### config.mk
export PLATFORM = sky130hd
export DESIGN_NAME = tft_cursor_overlay
export DESIGN_NICKNAME = d
export VERILOG_FILES = /design/src/rtl/tft_cursor_overlay.sv
export SDC_FILE = /design/constraint.sdc
export NUM_CORES = 1
export LEC_CHECK = 0
export ABC_AREA = 1
export CAP_MARGIN = 20
export CORE_UTILIZATION = 40
export DETAILED_ROUTE_END_ITERATION = 8
export MAX_ROUTING_LAYER = met4
export PLACE_DENSITY_LB_ADDON = 0.3
export SLEW_MARGIN = 30
export SYNTH_ARGS = -nofsm -noshare
export SYNTH_HDL_FRONTEND = slang
export SYNTH_SLANG_ARGS = --single-unit
### constraint.sdc
create_clock -name clk -period 10 [get_ports clk]
set_clock_uncertainty 0.2 [all_clocks]
set_input_delay 2 -clock clk [delete_from_list [all_inputs] [get_ports clk]]
set_output_delay 2 -clock clk [all_outputs]
set_load 0.02 [all_outputs]
### src/rtl/tft_cursor_overlay.sv
// tft_cursor_overlay: debounced cursor and selection overlay on a COLS x ROWS cell grid, drawn as RGB565.
module tft_cursor_overlay #(
   parameter int H_ORIGIN = 43,
   parameter int V_ORIGIN = 12,
   parameter int CELL_W = 60,
   parameter int CELL_H = 34,
   parameter int COLS = 8,
   parameter int ROWS = 8,
   parameter int BORDER = 2,
   parameter int DEBOUNCE = 65536,
   parameter logic [15:0] CURSOR_RGB = 16'hF81F,
   parameter logic [15:0] SELECT_RGB = 16'h07E0
) (
   input  logic                      clk,
   input  logic                      rstn,
   input  logic [9:0]                HsyncCount,
   input  logic [9:0]                VsyncCount,
   input  logic                      DE,
   input  logic                      Move_Left,
   input  logic                      Move_Up,
   input  logic                      Move_Down,
   input  logic                      Move_Right,
   input  logic                      Select,
   output logic [4:0]                R,
   output logic [5:0]                G,
   output logic [4:0]                B,
   output logic [$clog2(COLS)-1:0]   cur_col,
   output logic [$clog2(ROWS)-1:0]   cur_row,
   output logic                      sel_valid,
   output logic [$clog2(COLS)-1:0]   sel_col,
   output logic [$clog2(ROWS)-1:0]   sel_row,
   output logic                      move_strobe
);
   localparam int CW = $clog2(COLS);
   localparam int RW = $clog2(ROWS);
   localparam int DW = $clog2(DEBOUNCE);
   typedef enum logic {IDLE, HELD} state_t;
   logic [4:0] raw, press;
   assign raw = {Select, Move_Right, Move_Down, Move_Up, Move_Left};
   genvar i;
   for (i = 0; i < 5; i++) begin : g_btn
      logic s1, s2, lvl, p;
      logic [DW-1:0] cnt;
      always_ff @(posedge clk or negedge rstn)
         if (!rstn) begin
            s1 <= 1'b1;
            s2 <= 1'b1;
            lvl <= 1'b1;
            cnt <= '0;
            p <= 1'b0;
         end else begin
            s1 <= raw[i];
            s2 <= s1;
            p <= 1'b0;
            if (s2 == lvl)
               cnt <= '0;
            else if (cnt == DW'(DEBOUNCE - 1)) begin
               lvl <= s2;
               cnt <= '0;
               p <= lvl;
            end else
               cnt <= cnt + 1'b1;
         end
      assign press[i] = p;
   end
   logic pl, pu, pd, pr, ps;
   assign {ps, pr, pd, pu, pl} = press;
   always_ff @(posedge clk or negedge rstn)
      if (!rstn) begin
         cur_col <= '0;
         cur_row <= '0;
      end else begin
         if (pl && !pr && cur_col != '0) cur_col <= cur_col - 1'b1;
         else if (pr && !pl && cur_col != CW'(COLS - 1)) cur_col <= cur_col + 1'b1;
         if (pu && !pd && cur_row != '0) cur_row <= cur_row - 1'b1;
         else if (pd && !pu && cur_row != RW'(ROWS - 1)) cur_row <= cur_row + 1'b1;
      end
   state_t state, state_n;
   logic strobe_n;
   logic [CW-1:0] sel_col_n;
   logic [RW-1:0] sel_row_n;
   // Uses the pre-move cursor: cur_* only changes at the same edge the FSM registers.
   always_comb begin
      state_n = state;
      strobe_n = 1'b0;
      sel_col_n = '0;
      sel_row_n = '0;
      if (state == IDLE) begin
         if (ps) begin
            state_n = HELD;
            sel_col_n = cur_col;
            sel_row_n = cur_row;
         end
      end else begin
         sel_col_n = sel_col;
         sel_row_n = sel_row;
         if (ps) begin
            state_n = IDLE;
            if (cur_col == sel_col && cur_row == sel_row) begin
               sel_col_n = '0;
               sel_row_n = '0;
            end else
               strobe_n = 1'b1;
         end
      end
   end
   always_ff @(posedge clk or negedge rstn)
      if (!rstn) begin
         state <= IDLE;
         move_strobe <= 1'b0;
         sel_col <= '0;
         sel_row <= '0;
      end else begin
         state <= state_n;
         move_strobe <= strobe_n;
         sel_col <= sel_col_n;
         sel_row <= sel_row_n;
      end
   assign sel_valid = (state == HELD);
   logic [11:0] x, y, cx, cy, sx, sy;
   logic in_cur, in_ring, in_sel;
   logic [15:0] rgb, rgb_n;
   assign x = {2'b00, HsyncCount};
   assign y = {2'b00, VsyncCount};
   assign cx = 12'(H_ORIGIN) + 12'(cur_col) * 12'(CELL_W);
   assign cy = 12'(V_ORIGIN) + 12'(cur_row) * 12'(CELL_H);
   assign sx = 12'(H_ORIGIN) + 12'(sel_col) * 12'(CELL_W);
   assign sy = 12'(V_ORIGIN) + 12'(sel_row) * 12'(CELL_H);
   assign in_cur = x >= cx && x <= cx + 12'(CELL_W - 1) && y >= cy && y <= cy + 12'(CELL_H - 1);
   assign in_ring = in_cur && (x < cx + 12'(BORDER) || x > cx + 12'(CELL_W - 1 - BORDER) ||
                               y < cy + 12'(BORDER) || y > cy + 12'(CELL_H - 1 - BORDER));
   assign in_sel = sel_valid && x >= sx && x <= sx + 12'(CELL_W - 1) && y >= sy && y <= sy + 12'(CELL_H - 1);
   assign rgb_n = !DE ? 16'h0000 : in_ring ? CURSOR_RGB : in_sel ? SELECT_RGB : 16'h0000;
   always_ff @(posedge clk or negedge rstn)
      if (!rstn) rgb <= '0;
      else rgb <= rgb_n;
   assign R = rgb[15:11];
   assign G = rgb[10:5];
   assign B = rgb[4:0];
endmodule

==> results of run 1 <==
stage by stage:
stage / total power (W) / std cells / setup WS [ns]
6_report: 0.00121 / 1441 / 5.50
5_1_grt: 0.00127 / 1441 / 5.12
4_1_cts: 0.00123 / 1441 / 5.49
3_5_place_dp: 0.000582 / 1409 / 5.50
3_3_place_gp: 0.000581 / 1409 / 5.62
2_1_floorplan: 0.000540 / 1090 / 5.88
Yosys cell counts, drive strengths merged:
library cell	count	area, um^2
a21oi	56	280
o21ai	28	144
fa	8	160
dfrtp	101	2530
xnor2	25	219
or2	3	18.8
o31ai	1	7.51
ha	118	1480
o21bai	2	15.0
clkbuf	1	3.75
a211oi	3	22.5
nor3	40	225
a31oi	3	18.8
inv	148	556
nand3	62	355
nor2	146	671
nand2	201	797
buf	18	128
o211ai	2	15.0
nand3b	4	30.0
nand4	27	169
dfstp	15	394
a21o	3	22.5
nor4	2	12.5
o2111ai	4	35.0
xor2	52	463
nor3b	7	52.6
and3	7	43.8
mux2	3	33.8
power groups by stage:
| stage | clock, W | sequential, W | combinational (W) |
|---|---|---|---|
| floorplan | 0 | 0.000490 | 0.0000499 |
| global placement | 0 | 0.000491 | 0.0000904 |
| detailed placement | 0 | 0.000491 | 0.0000911 |
| CTS | 0.000655 | 0.000483 | 0.0000916 |
| global route | 0.000679 | 0.000484 | 0.000105 |
| finish | 0.000637 | 0.000483 | 0.0000903 |
placed cells by master (no fill, tap or decap), drive strengths merged, types with 27 or more instances in the layout:
cell type	count
a21oi	56
clkdlybuf4s50	56
dfrtp	101
ha	118
inv	154
nand2	201
nand3	62
nand4	27
nor2	146
nor3	40
o21ai	28
xor2	52
path summary, 6_finish.rpt:
| kind | start | end |
|---|---|---|
| worst min-delay path | g_btn[3].s1 | g_btn[3].s2 |
| max in group asynchronous | rstn | g_btn[0].cnt[13] |
| min in group asynchronous | rstn | g_btn[3].cnt[8] |
| worst max register to register | cur_col[0] | rgb[10] |
| worst max-delay path | cur_col[0] | rgb[10] |
| worst min register to register | g_btn[3].s1 | g_btn[3].s2 |
cell type report:
| class | instances | area (um^2) | area share, % |
|---|---|---|---|
| Inverter | 148 | 556 | 5.39 |
| Multi-Input combinational cell | 807 | 5290 | 51.3 |
| Timing Repair Buffer | 58 | 579 | 5.62 |
| Tap cell | 280 | 350 | 3.40 |
| Clock buffer | 17 | 425 | 4.12 |
| Clock inverter | 15 | 196 | 1.90 |
| Sequential cell | 116 | 2920 | 28.3 |
registers in the layout, summed over array words and instances, names as in the netlist:
signal and flops:
g_btn.cnt 80, sel_col 3, rgb 2, sel_row 3
g_btn.s1 5, cur_col 3, move_strobe 1, g_btn.p 5
sel_valid 1, g_btn.s2 5, g_btn.lvl 5, cur_row 3
kinds of logic after synthesis:
logic type	after synthesis
AO/OA/AOI/OAI	102
multiplexers	3
buffers and inverters	167
XOR/XNOR	77
flip-flops	116
AND/OR/NAND/NOR	499
adder cells (fa/ha/maj)	126
layer usage:
metal,share of wire (%),wire length [um]
met5,0,0
met4,2.0,376
met3,3.5,648
met2,45,8240
met1,50,9160
==> impl_metrics.env, run 1 <==
export IMPL_clock_latency_ns=0.41
export IMPL_port_buffers=57
export IMPL_wirelength_um=18400
export IMPL_outcome="finished, final reports clean"
export IMPL_slowest_stage="dfrtp_1"
export IMPL_path_common_cell="nand2_1"
export IMPL_leakagePower_nw=4.79
export IMPL_cap_viol_max_count=0
export IMPL_max_freq_mhz=222
export IMPL_grt_pass1_vias=6785
export IMPL_cellInternalPower_w=0.000912
export IMPL_start_util_pct=40.8
export IMPL_die_w_um=151
export IMPL_cp_start_kind="flip-flop"
export IMPL_cp_required_ns=10.11
export IMPL_drv_slew=0
export IMPL_cts_tree="built"
export IMPL_ir_drop_v=0.000116
export IMPL_syn_area_mm2=0.00890
export IMPL_critPathKind="reg -> reg"
export IMPL_grt_use_met1_pct=24.3
export IMPL_grt_total_usage_pct=18.3
export IMPL_synthSimpleGateAreaFrac_pct=26.7
export IMPL_post_cts_setup_buffers=0
export IMPL_powerDensity_mw_per_mm2=117
export IMPL_worstPathMaxFanout=14
export IMPL_grt_pass1_wl_um=32100
export IMPL_ys_seq_elements=116
export IMPL_fp_dieH_um=151
export IMPL_num_rows=54
export IMPL_wl_per_cell_um=12.8
export IMPL_grt_busiest_layer="met2"
export IMPL_drc=0
export IMPL_clock_power_share_pct=52.6
export IMPL_h_tree_depth=4
export IMPL_hp_class="reg -> reg"
export IMPL_combPwrFrac_pct=7.5
export IMPL_power_switching_w=0.000298
export IMPL_ctsResizeCount=0
export IMPL_whs_ns=0.155
export IMPL_diodes=0
export IMPL_syn_nets=1244
export IMPL_reg2reg_depth=19
export IMPL_clockBufferDepth=2
export IMPL_vias=6946
export IMPL_yosysWarnings=0
export IMPL_cpLargestDelayFamily="adder cells"
export IMPL_layout_nets=1302
export IMPL_tightest_slew_ns=0.681
export IMPL_gp_congestion=0.918
export IMPL_setup_violations=0
export IMPL_max_stage_delay_ns=0.68
export IMPL_worstSetupPathDepth=19
export IMPL_utilization_pct=47.3
export IMPL_rsz0062_at_grt="no"
export IMPL_synth_area_per_cell_um2=8.16
export IMPL_holdPathStages=0
export IMPL_synth_xor_area_share_pct=7.67
export IMPL_relSlewSlack_pct=54.6
export IMPL_synthToLayoutAreaGrowth_pct=16.0
export IMPL_num_io_pins=58
export IMPL_met3_usage_pct=3.13
export IMPL_cts_made_buffers=17
export IMPL_arrival_ns=4.61
export IMPL_p_seq_share_pct=39.9
export IMPL_synth_adder_area_share_pct=18.4
export IMPL_dp_hpwl_um=14100
export IMPL_core_area_mm2=0.0218
export IMPL_syn_inst=1090
export IMPL_antenna_found_initial=0
export IMPL_hold_violations=0
export IMPL_synth_top_family_by_area="simple AND/OR/NAND/NOR gates"
export IMPL_use_met2_pct=28.2
export IMPL_grt_overflow=0
export IMPL_cp_end_kind="flip-flop"
export IMPL_design_area_mm2=0.0103
export IMPL_synth_compound_area_share_pct=6.30
export IMPL_die_area_mm2=0.0228
export IMPL_synthMuxAreaShare_pct=0.380
export IMPL_clk_pin_slew_ns=0.06
export IMPL_grt_max_degree=77
export IMPL_postPlaceCellArea_mm2=0.00969
export IMPL_fillers=2103
export IMPL_firstDrtPassIters=5
export IMPL_cts_sinks=116
export IMPL_drt_antenna_violating_nets=0
export IMPL_path_cells="fa_1 -> ha_1 -> fa_1 -> or2_1 -> nand2_1 -> inv_1 -> nand2_1 -> nand2_1 -> nor2_1 -> nand2_1 -> xor2_1 -> ha_1 -> a21o_1 -> a21oi_1 -> nand3_1 -> o21ai_0 -> nand4_1 -> nor2_1 -> nor2_1"
export IMPL_path_buf_inv=1
export IMPL_drive_above_1_share_pct=10.1
export IMPL_finalCriticalPeriod_ns=4.50
export IMPL_switching_share_pct=24.7
export IMPL_yosysUniqueCellTypes=43
export IMPL_vias_per_cell=4.82
export IMPL_synth_seq_area_share_pct=32.8
export IMPL_finalCritPeriodShare_pct=45.0
export IMPL_drt_iter0_drc=251
export IMPL_fin_setup_tns_ns=0
export IMPL_cts_root_buf="clkbuf_16"
export IMPL_worst_r2r_setup_slack_ns=5.50
export IMPL_postCtsHoldBufs=0
(Power assumes the default switching activity.)
==> inputs of run 2 (changes only) <==
- clock period: 10 -> 4.4 ns (I/O delays scaled with it)
==> run 2 against run 1 <==
  * Register-to-register slack got worse by 5.2 ns
  * Worst setup slack got worse by 5.2 ns
  * Sequential power increased by 130%
  * Critical path depth unchanged
  * Wire length decreased by 2.1%
  * First-iteration DRC count grew 17%
  * Core utilization is 0.097 points higher
  * Non-clock buffer count rose by 4
  * Critical endpoint unchanged
==> impl_metrics.env, run 2 (synthesis gave the netlist of run 1 again) <==
export IMPL_cts_made_buffers=17
export IMPL_grt_overflow=0
export IMPL_dp_hpwl_um=13900
export IMPL_leakagePower_nw=4.80
export IMPL_cp_required_ns=4.50
export IMPL_clockBufferDepth=2
export IMPL_drt_iter0_drc=294
export IMPL_grt_pass1_vias=6695
export IMPL_drc=0
export IMPL_grt_max_degree=70
export IMPL_multi_input_area_mm2=0.00530
export IMPL_r2r_end="rgb[10]"
export IMPL_holdPathStages=0
export IMPL_ir_drop_v=0.000279
export IMPL_finalCriticalPeriod_ns=4.08
export IMPL_die_w_um=151
export IMPL_hp_class="reg -> reg"
export IMPL_drv_slew=0
export IMPL_grt_pass1_wl_um=31000
export IMPL_cp_end_kind="flip-flop"
export IMPL_cp_start_kind="flip-flop"
export IMPL_r2r_start="cur_col[0]"
export IMPL_synthToLayoutAreaGrowth_pct=16.2
export IMPL_slowest_stage="fa_2"
export IMPL_vias_per_cell=4.83
export IMPL_cp_endpoint="rgb[10]"
export IMPL_path_cells="fa_2 -> ha_1 -> fa_1 -> or2_1 -> nand2_1 -> inv_1 -> nand2_1 -> nand2_2 -> nor2_2 -> nand2_1 -> xor2_1 -> ha_1 -> a21o_1 -> a21oi_1 -> nand3_1 -> o21ai_0 -> nand4_1 -> nor2_1 -> nor2_1"
export IMPL_wirelength_um=18000
export IMPL_worstSetupPathDepth=19
export IMPL_largest_reg_flops=80
export IMPL_drt_antenna_violating_nets=0
export IMPL_diodes=0
export IMPL_outcome="finished, final reports clean"
export IMPL_max_freq_mhz=245
export IMPL_regMostFlops="g_btn.cnt"
export IMPL_clk_pin_slew_ns=0.06
export IMPL_finalCritPeriodShare_pct=92.8
export IMPL_gp_congestion=0.903
export IMPL_firstDrtPassIters=5
export IMPL_core_area_mm2=0.0218
export IMPL_grt_total_usage_pct=17.6
export IMPL_cpLargestDelayFamily="adder cells"
export IMPL_h_tree_depth=4
export IMPL_cts_root_buf="clkbuf_16"
export IMPL_combPwrFrac_pct=7.6
export IMPL_powerDensity_mw_per_mm2=262
export IMPL_regArea_mm2=0.00292
export IMPL_layout_nets=1306
export IMPL_relSlewSlack_pct=56.8
export IMPL_tightest_slew_ns=0.647
export IMPL_port_buffers=57
export IMPL_fp_dieH_um=151
export IMPL_clock_power_share_pct=52.0
export IMPL_critPathKind="reg -> reg"
export IMPL_switching_share_pct=24.0
export IMPL_design_area_mm2=0.0103
export IMPL_worstPathMaxFanout=5
export IMPL_setup_worst_path_start="cur_col[0]"
export IMPL_wl_per_cell_um=12.5
export IMPL_reg2reg_depth=19
export IMPL_worst_r2r_setup_slack_ns=0.32
export IMPL_vias=6974
export IMPL_start_util_pct=40.8
export IMPL_path_common_cell="nand2_1"
export IMPL_setup_violations=0
export IMPL_path_buf_inv=1
export IMPL_fillers=2096
export IMPL_arrival_ns=4.18
export IMPL_p_seq_share_pct=40.4
export IMPL_cts_sinks=116
export IMPL_rsz0062_at_grt="no"
export IMPL_die_area_mm2=0.0228
export IMPL_hold_violations=0
export IMPL_num_io_pins=58
export IMPL_num_rows=54
export IMPL_drive_above_1_share_pct=10.6
export IMPL_clock_latency_ns=0.41
export IMPL_post_cts_setup_buffers=0
export IMPL_final_common_cell="nand2_1"
export IMPL_cap_viol_max_count=0
export IMPL_cts_tree="built"
export IMPL_fin_setup_tns_ns=0
export IMPL_layout_common_cells="nand2_1, inv_1, ha_1, nor2_1, dfrtp_1"
export IMPL_cellInternalPower_w=0.00206
export IMPL_antenna_found_initial=0
export IMPL_power_switching_w=0.000651
export IMPL_postPlaceCellArea_mm2=0.00972
export IMPL_max_stage_delay_ns=0.62
## run 2: what timing repair did
action | 4_1_cts | 5_1_grt
hold buffers | 0 | 0
resized for setup | 0 | 3
setup endpoints to repair | 0 | 2
## run 2: final cells by class
type | instances | area share, %
inverter | 148 | 5.37
clock buffer | 18 | 4.15
clock inverter | 14 | 1.71
sequential | 116 | 28.3
tap | 280 | 3.39
timing repair buffer | 62 | 5.89
multi-input combinational | 807 | 51.2
## run 2: power by group through the flow
stage                     sequential, W  clock (W)  combinational [W]
after global routing            0.00110    0.00150           0.000237
after detailed placement        0.00112          0           0.000207
after floorplan                 0.00111          0           0.000113
after global placement          0.00112          0           0.000205
final                           0.00110    0.00141           0.000205
after CTS                       0.00110    0.00145           0.000208
## run 2: how the worst min path moves through the flow
stage,startpoint,end,slack (ns)
6_report,g_btn[0].s1,g_btn[0].s2,0.16
2_1_floorplan,g_btn[0].s1,g_btn[0].s2,0.15
3_5_place_dp,g_btn[0].s1,g_btn[0].s2,0.15
3_3_place_gp,g_btn[4].s1,g_btn[4].s2,0.15
5_1_grt,g_btn[0].s1,g_btn[0].s2,0.16
4_1_cts,g_btn[0].s1,g_btn[0].s2,0.16
## run 2: stage by stage
step / util [%] / hold WS [ns] / std cells / total power, W / worst slack (ns)
floorplan: - / 0.145 / 1090 / 0.00123 / 0.281
global placement: 44.5 / 0.146 / 1413 / 0.00132 / 0.285
detailed placement: 44.5 / 0.149 / 1413 / 0.00132 / 0.217
CTS: 47.3 / 0.160 / 1445 / 0.00275 / 0.209
global route: 47.4 / 0.160 / 1445 / 0.00283 / 0.00112
finish: 47.4 / 0.156 / 1445 / 0.00271 / 0.316
## run 2: routing by layer
metal	global-route usage [%]	routed length, um	vias to the layer above
met2	28.2	8050	127
met4	6.65	366	0
met5	-	0	-
li1	-	-	3675
met1	22.5	8860	3151
met3	2.50	753	21
==> inputs of run 3 (changes only) <==
- CORE_ASPECT_RATIO: unset -> 0.75
==> run 3 against run 2 <==
  * Global-route usage increased by 0.22 points
  * Hold slack worse by 0.0015 ns
  * Clock power down 3%
  * Register-to-register slack lost 0.02 ns
  * Critical path depth is 1 higher
  * Power shrank 1.4%
  * Die area about the same
  * Worst setup slack lost 0.023 ns
  * Design area grew 0.25%
==> impl_metrics.env, run 3 (synthesis gave the netlist of run 1 again) <==
export IMPL_postCtsHoldBufs=0
export IMPL_num_io_pins=58
export IMPL_finalCriticalPeriod_ns=4.11
export IMPL_critPathKind="reg -> reg"
export IMPL_wl_per_cell_um=12.9
export IMPL_worst_r2r_setup_slack_ns=0.29
export IMPL_firstDrtPassIters=5
export IMPL_worstPathMaxFanout=5
export IMPL_drc=0
export IMPL_grt_overflow=0
export IMPL_regMostFlops="g_btn.cnt"
export IMPL_cp_start_kind="flip-flop"
export IMPL_die_area_mm2=0.0228
export IMPL_fin_setup_tns_ns=0
export IMPL_post_cts_setup_buffers=0
export IMPL_powerDensity_mw_per_mm2=258
export IMPL_clock_latency_ns=0.41
export IMPL_core_area_mm2=0.0215
export IMPL_final_common_cell="nand2_1"
export IMPL_start_util_pct=41.4
export IMPL_rsz0062_at_grt="no"
export IMPL_grt_max_degree=75
export IMPL_drv_slew=0
export IMPL_cts_root_buf="clkbuf_16"
export IMPL_fp_dieH_um=131
export IMPL_grt_total_usage_pct=17.8
export IMPL_max_freq_mhz=243
export IMPL_design_area_mm2=0.0104
export IMPL_grt_pass1_vias=6621
export IMPL_hold_violations=0
export IMPL_die_w_um=174
export IMPL_largest_reg_flops=80
export IMPL_drt_antenna_violating_nets=0
export IMPL_diodes=0
export IMPL_setup_violations=0
export IMPL_h_tree_depth=4
export IMPL_drive_above_1_share_pct=10.9
export IMPL_cts_made_buffers=17
export IMPL_grt_pass1_wl_um=32300
export IMPL_hp_class="reg -> reg"
export IMPL_relSlewSlack_pct=56.4
export IMPL_ir_drop_v=0.000246
export IMPL_num_rows=46
export IMPL_synthToLayoutAreaGrowth_pct=16.5
export IMPL_outcome="finished, final reports clean"
export IMPL_drt_iter0_drc=389
export IMPL_clockBufferDepth=2
export IMPL_antenna_found_initial=0
export IMPL_dp_hpwl_um=14700
export IMPL_ctsResizeCount=0
export IMPL_leakagePower_nw=4.81
export IMPL_postPlaceCellArea_mm2=0.00975
export IMPL_cts_sinks=116
export IMPL_cp_required_ns=4.53
export IMPL_power_total_w=0.00268
export IMPL_cts_tree="built"
export IMPL_gp_congestion=0.941
export IMPL_wirelength_um=18800
export IMPL_arrival_ns=4.24
export IMPL_vias=7099
export IMPL_clk_pin_slew_ns=0.06
export IMPL_pre_cts_slack_ns=0.139
export IMPL_tightest_slew_ns=0.655
export IMPL_cap_viol_max_count=0
export IMPL_layout_common_cells="nand2_1, inv_1, ha_1, nor2_1, dfrtp_1"
export IMPL_finalCritPeriodShare_pct=93.4
export IMPL_cp_end_kind="flip-flop"
export IMPL_fin_ws_ns=0.292
export IMPL_layout_nets=1309
export IMPL_vias_per_cell=4.88
export IMPL_port_buffers=57
[run 3: final timing paths]
kind	from	endpoint	cells after the start
max in group asynchronous	rstn	sel_col[0]	2
worst min register to register	g_btn[0].s1	g_btn[0].s2	0
worst min-delay path	g_btn[0].s1	g_btn[0].s2	0
worst max register to register	cur_col[0]	rgb[10]	20
min in group asynchronous	rstn	g_btn[0].cnt[1]	1
worst max-delay path	cur_col[0]	rgb[10]	20
[run 3: stage by stage]
stage          hold slack, ns  utilization, %  instances
6_report                0.155            48.3       1456
5_1_grt                 0.157            48.3       1456
4_1_cts                 0.155            48.2       1456
3_5_place_dp            0.147            45.4       1424
3_3_place_gp            0.146            45.4       1424
2_1_floorplan           0.145               -       1090
[run 3: metal layers]
| metal | track usage (%) | wire length, um | vias up |
|---|---|---|---|
| li1 | - | - | 3665 |
| met1 | 26.4 | 10000 | 3286 |
| met2 | 25.1 | 7870 | 136 |
| met3 | 2.95 | 776 | 12 |
| met4 | 4.04 | 125 | 0 |
| met5 | - | 0 | - |
[run 3: power breakdown]
part / total, W / switching (W) / internal, W
sequential: 0.00110 / 0.0000105 / 0.00109
combinational: 0.000207 / 0.000127 / 0.0000793
clock: 0.00137 / 0.000491 / 0.000881
total: 0.00268 / 0.000628 / 0.00205
[run 3: final cells by class]
cell class	count	area (um^2)
clock inverter	11	125
fill	2071	11100
tap	288	360
timing repair buffer	65	632
sequential	116	2920
inverter	148	556
clock buffer	21	470
multi-input combinational	807	5300
[run 3: worst max-delay path, stage by stage, from the launching register on]
cell	delay, ns
dfrtp_1	0.40
fa_1	0.55
ha_1	0.26
fa_1	0.49
or2_1	0.26
nand2_1	0.09
inv_1	0.04
nand2_1	0.09
nand2_2	0.11
nor2_2	0.14
nand2_1	0.08
xor2_1	0.14
ha_1	0.30
a21o_1	0.19
a21oi_2	0.15
nand3_1	0.09
nand2_1	0.06
nand3_1	0.07
nor2_1	0.16
nor2_1	0.07
nor2_1	0.11
